$ cat src/rtl/difftest_step_pkg.sv
// Shared types and helpers for the difftest step batching logic.
// Latency: n/a (types, constants and a pure function only).
// Backpressure: n/a.
package difftest_step_pkg;

  // Batcher lifecycle: normal operation, one-cycle exit gap, terminal.
  typedef enum logic [1:0] {
    RUN       = 2'd0,
    EXIT_WAIT = 2'd1,
    EXITED    = 2'd2
  } state_e;

  // Exit code the core reports on a clean finish.
  localparam logic [63:0] EXIT_GOOD = 64'hFFFF_FFFF_FFFF_FFFF;

  // Number of set bits in a vector of up to 32 commit strobes.
  function automatic logic [5:0] popcount32(input logic [31:0] v);
    logic [5:0] c;
    c = '0;
    for (int i = 0; i < 32; i++) begin
      c = c + 6'(v[i]);
    end
    return c;
  endfunction

endpackage

$ cat src/rtl/difftest_commit_popcount.sv
// Counts how many commit slots fired this cycle.
// Latency: purely combinational, zero cycles.
// Backpressure: none; every slot is counted every cycle.
module difftest_commit_popcount
  import difftest_step_pkg::*;
#(
  parameter int unsigned NUM_PORTS = 4,
  parameter int unsigned CNT_W     = $clog2(NUM_PORTS + 1)
) (
  input  logic [NUM_PORTS-1:0] valid_i,
  output logic [CNT_W-1:0]     count_o
);

  // Slots beyond 32 would be silently dropped by the helper.
  if (NUM_PORTS > 32) begin : g_bad_ports
    $error("difftest_commit_popcount: NUM_PORTS must not exceed 32");
  end

  // Zero-extend the strobes and reduce them to a count.
  always_comb begin
    count_o = CNT_W'(popcount32(32'(valid_i)));
  end

endmodule

$ cat src/rtl/difftest_step_batcher.sv
// Batches per-cycle commit counts into multi-instruction step requests for the difftest endpoint.
// Latency: all outputs registered; decisions on cycle-N inputs show in cycle N+1, exit code one cycle after the final step.
// Backpressure: none; commits are counted every cycle and flushed on threshold, timeout, flush, disable or exit.
module difftest_step_batcher
  import difftest_step_pkg::*;
#(
  parameter int unsigned NUM_PORTS  = 4,
  parameter int unsigned STEP_WIDTH = 8,
  parameter int unsigned BATCH      = 32,
  parameter int unsigned TIMEOUT    = 16
) (
  input  logic                  clock,
  input  logic                  reset,
  input  logic                  enable,
  input  logic [NUM_PORTS-1:0]  commit_valid,
  input  logic                  flush_req,
  input  logic [63:0]           exit_in,
  output logic [STEP_WIDTH-1:0] step_out,
  output logic [63:0]           exit_out,
  output logic [STEP_WIDTH-1:0] pending,
  output logic                  exited
);

  localparam int unsigned CNT_W = $clog2(NUM_PORTS + 1);
  localparam int unsigned TMR_W = (TIMEOUT > 1) ? $clog2(TIMEOUT) : 1;
  localparam logic [TMR_W-1:0]    TMR_LAST = TMR_W'((TIMEOUT > 0) ? TIMEOUT - 1 : 0);
  localparam logic [STEP_WIDTH:0] BATCH_L  = (STEP_WIDTH + 1)'(BATCH);

  // The largest possible emitted sum must fit in step_out.
  if ((BATCH + NUM_PORTS - 1) > ((2 ** STEP_WIDTH) - 1)) begin : g_bad_batch
    $error("difftest_step_batcher: BATCH + NUM_PORTS - 1 exceeds step_out range");
  end
  if (BATCH < 1) begin : g_bad_batch_min
    $error("difftest_step_batcher: BATCH must be at least 1");
  end
  if (CNT_W > STEP_WIDTH) begin : g_bad_cnt
    $error("difftest_step_batcher: commit count wider than step_out");
  end

  state_e                state_q, state_d;
  logic [STEP_WIDTH-1:0] acc_q, acc_d;
  logic [TMR_W-1:0]      timer_q, timer_d;
  logic [STEP_WIDTH-1:0] step_q, step_d;
  logic [63:0]           exit_q, exit_d;
  logic [63:0]           code_q, code_d;
  logic                  exited_q, exited_d;

  logic [CNT_W-1:0]      inc;
  logic [STEP_WIDTH:0]   sum;
  logic                  exit_seen;
  logic                  timeout_hit;
  logic                  emit;

  difftest_commit_popcount #(
    .NUM_PORTS (NUM_PORTS),
    .CNT_W     (CNT_W)
  ) u_popcount (
    .valid_i (commit_valid),
    .count_o (inc)
  );

  // Emit decision, highest priority first: exit, flush, disable, threshold, timeout.
  always_comb begin
    sum         = {1'b0, acc_q} + (STEP_WIDTH + 1)'(inc);
    exit_seen   = (exit_in != '0);
    timeout_hit = (TIMEOUT != 0) && (acc_q != '0) && (timer_q == TMR_LAST);
    emit        = exit_seen || flush_req || !enable || (sum >= BATCH_L) || timeout_hit;
  end

  // Next-state and output decisions for the RUN / EXIT_WAIT / EXITED lifecycle.
  always_comb begin
    state_d  = state_q;
    acc_d    = acc_q;
    timer_d  = timer_q;
    step_d   = '0;
    exit_d   = exit_q;
    code_d   = code_q;
    exited_d = exited_q;
    unique case (state_q)
      RUN: begin
        if (emit) begin
          // A zero sum naturally leaves step_out at 0.
          step_d  = sum[STEP_WIDTH-1:0];
          acc_d   = '0;
          timer_d = '0;
        end else begin
          acc_d = sum[STEP_WIDTH-1:0];
          // Idle timer only runs while commits are pending and none arrive.
          if ((inc != '0) || (acc_q == '0)) begin
            timer_d = '0;
          end else if (timer_q != TMR_LAST) begin
            timer_d = timer_q + 1'b1;
          end
        end
        if (exit_seen) begin
          state_d = EXIT_WAIT;
          code_d  = exit_in;
        end
      end
      EXIT_WAIT: begin
        // The final step is already out; present the exit code one cycle later.
        exit_d   = code_q;
        exited_d = 1'b1;
        acc_d    = '0;
        timer_d  = '0;
        state_d  = EXITED;
      end
      EXITED: begin
        // Terminal: everything held, step_out stays 0.
      end
      default: begin
        state_d = RUN;
      end
    endcase
  end

  // State and output registers, cleared asynchronously.
  always_ff @(posedge clock or negedge reset) begin
    if (!reset) begin
      state_q  <= RUN;
      acc_q    <= '0;
      timer_q  <= '0;
      step_q   <= '0;
      exit_q   <= '0;
      code_q   <= '0;
      exited_q <= 1'b0;
    end else begin
      state_q  <= state_d;
      acc_q    <= acc_d;
      timer_q  <= timer_d;
      step_q   <= step_d;
      exit_q   <= exit_d;
      code_q   <= code_d;
      exited_q <= exited_d;
    end
  end

  assign step_out = step_q;
  assign exit_out = exit_q;
  assign pending  = acc_q;
  assign exited   = exited_q;

endmodule

$ cat config.mk
export PLATFORM = sky130hd
export DESIGN_NAME = difftest_step_batcher
export DESIGN_NICKNAME = d
export VERILOG_FILES = /design/src/rtl/difftest_step_pkg.sv /design/src/rtl/difftest_commit_popcount.sv /design/src/rtl/difftest_step_batcher.sv
export SDC_FILE = /design/constraint.sdc
export NUM_CORES = 1
export LEC_CHECK = 0
export CORE_UTILIZATION = 44
export CTS_CLUSTER_SIZE = 28
export DETAILED_ROUTE_END_ITERATION = 12
export GPL_TIMING_DRIVEN = 0
export PLACE_DENSITY_LB_ADDON = 0.08
export SYNTH_ARGS = -nofsm -noshare
export SYNTH_HDL_FRONTEND = slang
export SYNTH_SLANG_ARGS = --single-unit
$ cat constraint.sdc
create_clock -name clock -period 2.7 [get_ports clock]
set_input_delay 0.54 -clock clock [delete_from_list [all_inputs] [get_ports clock]]
set_output_delay 0.54 -clock clock [all_outputs]
set_load 0.01 [all_outputs]
Word-level counts from Yosys, hierarchy flattened:

Index checks and enable logic that the tools add are counted.

* bitwise logic cells: 1
* $lt $le $gt $ge: 1
* add/sub/neg operators: 5
* equal/unequal tests: 6
* reduce and logical (&&, ||, !) cells: 16
* mux-type cells: 10

Operator list (count)
* $reduce_bool 64->1: 1
* $mux 8: 3
* $pmux 8 s2: 1
* $mux 4: 3
* $add 8x3->9: 1
* $ge 9x6->1 const B: 1
* $logic_not 8->1: 1
* $ne 4x4->1 const B: 2
* $pmux 4 s2: 1
* $reduce_bool 8->1: 1
* $add 3x1->3: 2
* $pmux 2 s3: 1
* $reduce_and 2->1: 3
* $logic_or 1x1->1: 5
* $add 4x1->4 const B: 1
* $eq 4x4->1 const B: 1
* $reduce_bool 3->1: 1
* $add 1x1->2: 1
* $eq 2x1->1 const B: 1
* $eq 2x2->1 const B: 1
* $logic_not 2->1: 1
* $mux 2: 1
* $ne 2x2->1 const B: 1
* $reduce_bool 2->1: 1
* other kinds (3): 3

* bits in registers: 151
* bits of input ports: 72
* output and inout bits: 81

Logic depth before layout (Yosys ltp):

* depth after elaboration: 9
* depth in mapped cells: 12

Cells and area by module:

Synthesis repeated with hierarchy kept, for this count alone.

* cell total of the unflattened synthesis: 409
* area total of the unflattened synthesis: 6069.6 um^2

Modules (own cells, without submodules)
* difftest_step_batcher: area each 6005.8 um^2, sequential area each 3778.6 um^2, cells each 401, instances 1
* difftest_commit_popcount: area each 63.8 um^2, sequential area each 0.0 um^2, cells each 8, instances 1

Worst setup path after synthesis:

No wires, ideal clock.

* path type: input to register
* start: in commit_valid[0]
* end: reg step_q[4] (netlist: step_out[4])
* required time: 2580 ps
* arrival time: 3396 ps
* stages on the path: 12
* path slack: -816 ps
* cells stage by stage: ha_1 -> inv_1 -> fa_1 -> inv_1 -> ha_1 -> fa_1 -> a21o_1 -> and4_1 -> mux2_2 -> nor4_4 -> nand2_4 -> and3_2

* word-level cells in the longest chain between the ends: 9

RTL lines
* from (decl): RTL line difftest_step_batcher.sv:15 `input logic [NUM_PORTS-1:0] commit_valid,`
* $add 1x1->2 (*): RTL line difftest_step_pkg.sv:21 `c = c + 6'(v[i]);`
* $add 3x1->3 (*) (2 in series): RTL line difftest_step_pkg.sv:21
* $add 8x3->9 (*): RTL line difftest_step_batcher.sv:64 `sum = {1'b0, acc_q} + (STEP_WIDTH + 1)'(inc);`
* $ge 9x6->1: RTL line difftest_step_batcher.sv:67 `emit = exit_seen || flush_req || !enable || (sum >= BATCH_L) || timeout_hit;`
* $logic_or 1x1->1 (2 in series): RTL line difftest_step_batcher.sv:67
* $mux 8 (*): RTL line difftest_step_batcher.sv:81 `if (emit) begin`
* $mux 8 (*): RTL line difftest_step_batcher.sv:79 `unique case (state_q)`
* net step_d[4]: RTL line difftest_step_batcher.sv:43 `logic [STEP_WIDTH-1:0] step_q, step_d;`
* to (signal assigned): RTL line difftest_step_batcher.sv:131 `step_q <= step_d;`
* to (decl): RTL line difftest_step_batcher.sv:43

The timed path passes the listed nets; every way through them passes the cells marked *.
A chain may end at the register's enable or synchronous reset.

Worst setup path after layout:

Same ends and word-level chain as after synthesis.

==> run_results.csv <==
group,metric,value,unit
power_and_ir_drop,power.leakage,0.00396,uW
detailed_routing,wl_per_cell,15.8,um
placed_design,place_congestion,0.804,
worst_setup_path,worst-setup-path-type,"primary input to flip-flop",
clock_tree,clkLatencyLatePin,420,ps
detailed_routing,vias,4603,
die,rows,43,
yosys,syn_inst,554,
timing,hold_viol,0,
yosys,yosysSeqAreaShare,60.2,%
detailed_routing,wl,14.7,mm
worst_setup_path,endpoint_kind,"flip-flop",
die,fp.coreArea,13900,sq um
finish,final_cells,929,
worst_setup_path,crit_path_max_incr_delay,520,ps
power_and_ir_drop,p_per_area,598,nW/um^2
timing,rsz0062_at_grt,"yes",
die,die-area,14800,sq um
yosys,avgSynthCellArea,11.3,sq um
timing,fin_crit_sh,113,%
placed_design,placedCellCount,887,
placed_design,place_area,8090,sq um
global_route,grt_usage,21.5,%
clock_tree,path_clk_slew,60,ps
die,io_pins,153,
timing,hold_ws,171,ps
worst_setup_path,worst_ep_required_time,3010,ps
min_path,hold_class,"primary input to async pin",
placed_design,hpwl,10.6,mm
finish,final_common_cell,"nand2_1",
detailed_routing,ant_nets,0,
detailed_routing,routed_via_density,4.95,
global_route,grt_util_met1,28.3,%
timing,finalCriticalPeriod,3050,ps
global_route,grt_pass1_wl,23.8,mm
die,fp.dieW,121,um
clock_tree,cts-htree-levels,4,
worst_setup_path,cp_slowest_cell,"fa_1",
yosys,yosys.area.top_type,"dfrtp_1",
worst_setup_path,rr_endpoint,"step_out[4]$_DFF_PN0_",
clock_tree,hold_buffers,0,
worst_setup_path,cp_data_arrival_time,3370,ps
yosys,ys_warn_count,0,
global_route,grt_pass1_vias,4638,
clock_tree,cts_tree,"yes",
global_route,use_met2,33.9,%
timing,fin_skew,4.26,ps
worst_setup_path,reg2regPathDepth,9,
die,start_util,45.2,%
clock_tree,cts_sinks,151,
yosys,ys_top_cells_by_area,"dfrtp_1 (60%), nand2_1 (13%), mux2_2 (5.2%)",
detailed_routing,dr.pass1.iters,4,
finish,drive_above_1_share,16.6,%
finish,fin_util,63.8,%
die,fp.dieH,121,um
yosys,ys_types,49,
worst_setup_path,reg2reg_slack,210,ps
finish,final_area,8850,sq um
global_route,top_usage_layer,"met2",
global_route,grt_max_degree,82,
timing,clock.fmax,328,MHz
yosys,ys_ff_latch,151,
worst_setup_path,r2r-start,"pending[0]$_DFFE_PN0P_",
worst_setup_path,crit_buf_inv,4,
timing,fin_ws,-352,ps
worst_setup_path,crit_chain,"buf_6 > ha_4 > inv_2 > fa_1 > inv_2 > ha_4 > fa_2 > a21o_1 > and4_4 > mux2_4 > nor4_4 > buf_6 > nand2_8 > and3_4",
global_route,antenna_found_initial,0,
finish,final_cell_mix,"nand2_1 (211), dfrtp_1 (151), clkdlybuf4s50_1 (147), mux2_2 (28), mux2_4 (21)",
yosys,syn_area,6280,sq um
yosys,synth_nets,634,
worst_setup_path,cp_max_fo,8,
clock_tree,numCtsBuffers,17,
finish,fill_cells,1106,
power_and_ir_drop,ir_drop,0.000430,V
detailed_routing,drtIter0Drc,233,
finish,areaGrowthSynthToFinish,41.0,%
finish,diodes,0,
timing,worst_slew_pin_slew,738,ps
finish,fin_nets,816,
global_route,met3_usage,6.63,%
timing,maxSlewViolCount,0,
worst_setup_path,worstSetupStartpointType,"primary input",
worst_setup_path,path_delay_family,"adder cells",
global_route,overflow,0,
clock_tree,cts_buffer_depth,2,
timing,relSlewSlack,50.8,%
outcome,outcome,"finished, violations left",
detailed_routing,drcViolationCount,0,
run,cap_viol_max_count,0,
power_and_ir_drop,p_total,5290,uW
timing,setup_viol,14,
clock_tree,root_buffer,"clkbuf_16",
outcome,violations,"negative setup slack",
placed_design,port_buffers,152,
yosys,synth_top_area_share,60.2,%
==> power breakdown <==
part,internal [uW],switching (uW)
Combinational,258,181
Clock,1530,916
Sequential,2360,52.2
==> final cells by class <==
class	count	area, sq um	area share (%)
timing repair buffer	163	1630	18.4
inverter	7	26.3	0.297
sequential	151	3780	42.7
tap	180	225	2.54
multi-input combinational	372	2430	27.5
buffer	24	140	1.58
clock inverter	11	146	1.65
clock buffer	21	470	5.31
==> layer usage <==
layer / vias up / wire, um
met2: 127 / 6980
met4: 0 / 174
met5: - / 0
li1: 2215 / -
met3: 17 / 878
met1: 2244 / 6690
==> cell families (layout without fill, tap and decap cells) <==
| family | Yosys count | after routing | share of synthesized area (%) |
|---|---|---|---|
| simple gates | 268 | 268 | 18.8 |
| flops | 151 | 151 | 60.2 |
| mux | 66 | 66 | 13.0 |
| buf+inv | 31 | 226 | 2.65 |
| compound gates | 24 | 24 | 2.71 |
| fa+ha+maj | 8 | 8 | 1.83 |
| xor+xnor | 6 | 6 | 0.837 |
==> what timing repair did <==
action / CTS / global route
pin swaps: 9 / 3
buffers inserted: 6 / 4
endpoints found under the setup margin: 80 / 39
resized for setup: 16 / 8
==> worst max path at each step <==
stage	startpoint	endpoint	slack [ps]	depth (start not counted)
2_1_floorplan	commit_valid[1]	step_out[4]$_DFF_PN0_	-720	12
3_3_place_gp	reset	exit_out[49]$_DFFE_PN0P_	-4970	1
3_5_place_dp	commit_valid[0]	timer_q[3]$_DFFE_PN0P_	-1500	13
4_1_cts	commit_valid[0]	timer_q[3]$_DFFE_PN0P_	-320	14
5_1_grt	commit_valid[0]	step_out[4]$_DFF_PN0_	-450	14
6_report	commit_valid[0]	step_out[4]$_DFF_PN0_	-350	14
==> flip-flops by register name (all words and copies together), names as in the netlist <==
signal / count
exited: 1
timer_q: 4
step_out: 8
exit_out: 64
code_q: 64
pending: 8
state_q: 2
==> per-stage QoR <==
stage	setup TNS (ps)	setup slack, ps
after floorplan	-8690	-725
after global placement	-812710	-4970
after detailed placement	-65910	-1500
after CTS	-3460	-315
after global routing	-5440	-445
final	-4000	-352
==> cells in the mapped netlist, drive strengths merged <==
master	instances
clkbuf	12
nand2	212
or3	3
dfrtp	151
o21ai	6
o21a	1
a31oi	1
nor2b	2
nand3	2
nand4	2
fa	2
and2	5
ha	6
and4	1
xnor2	4
o2111ai	2
nor3	5
and3	3
mux2i	1
inv	7
nor4	18
nor2	7
o211ai	2
a211oi	1
nand2b	4
o31ai	3
o211a	1
a21o	2
or4	3
mux2	65
a21oi	5
buf	12
xor2	2
nor3b	1
Power figures use the tool's default switching activity.
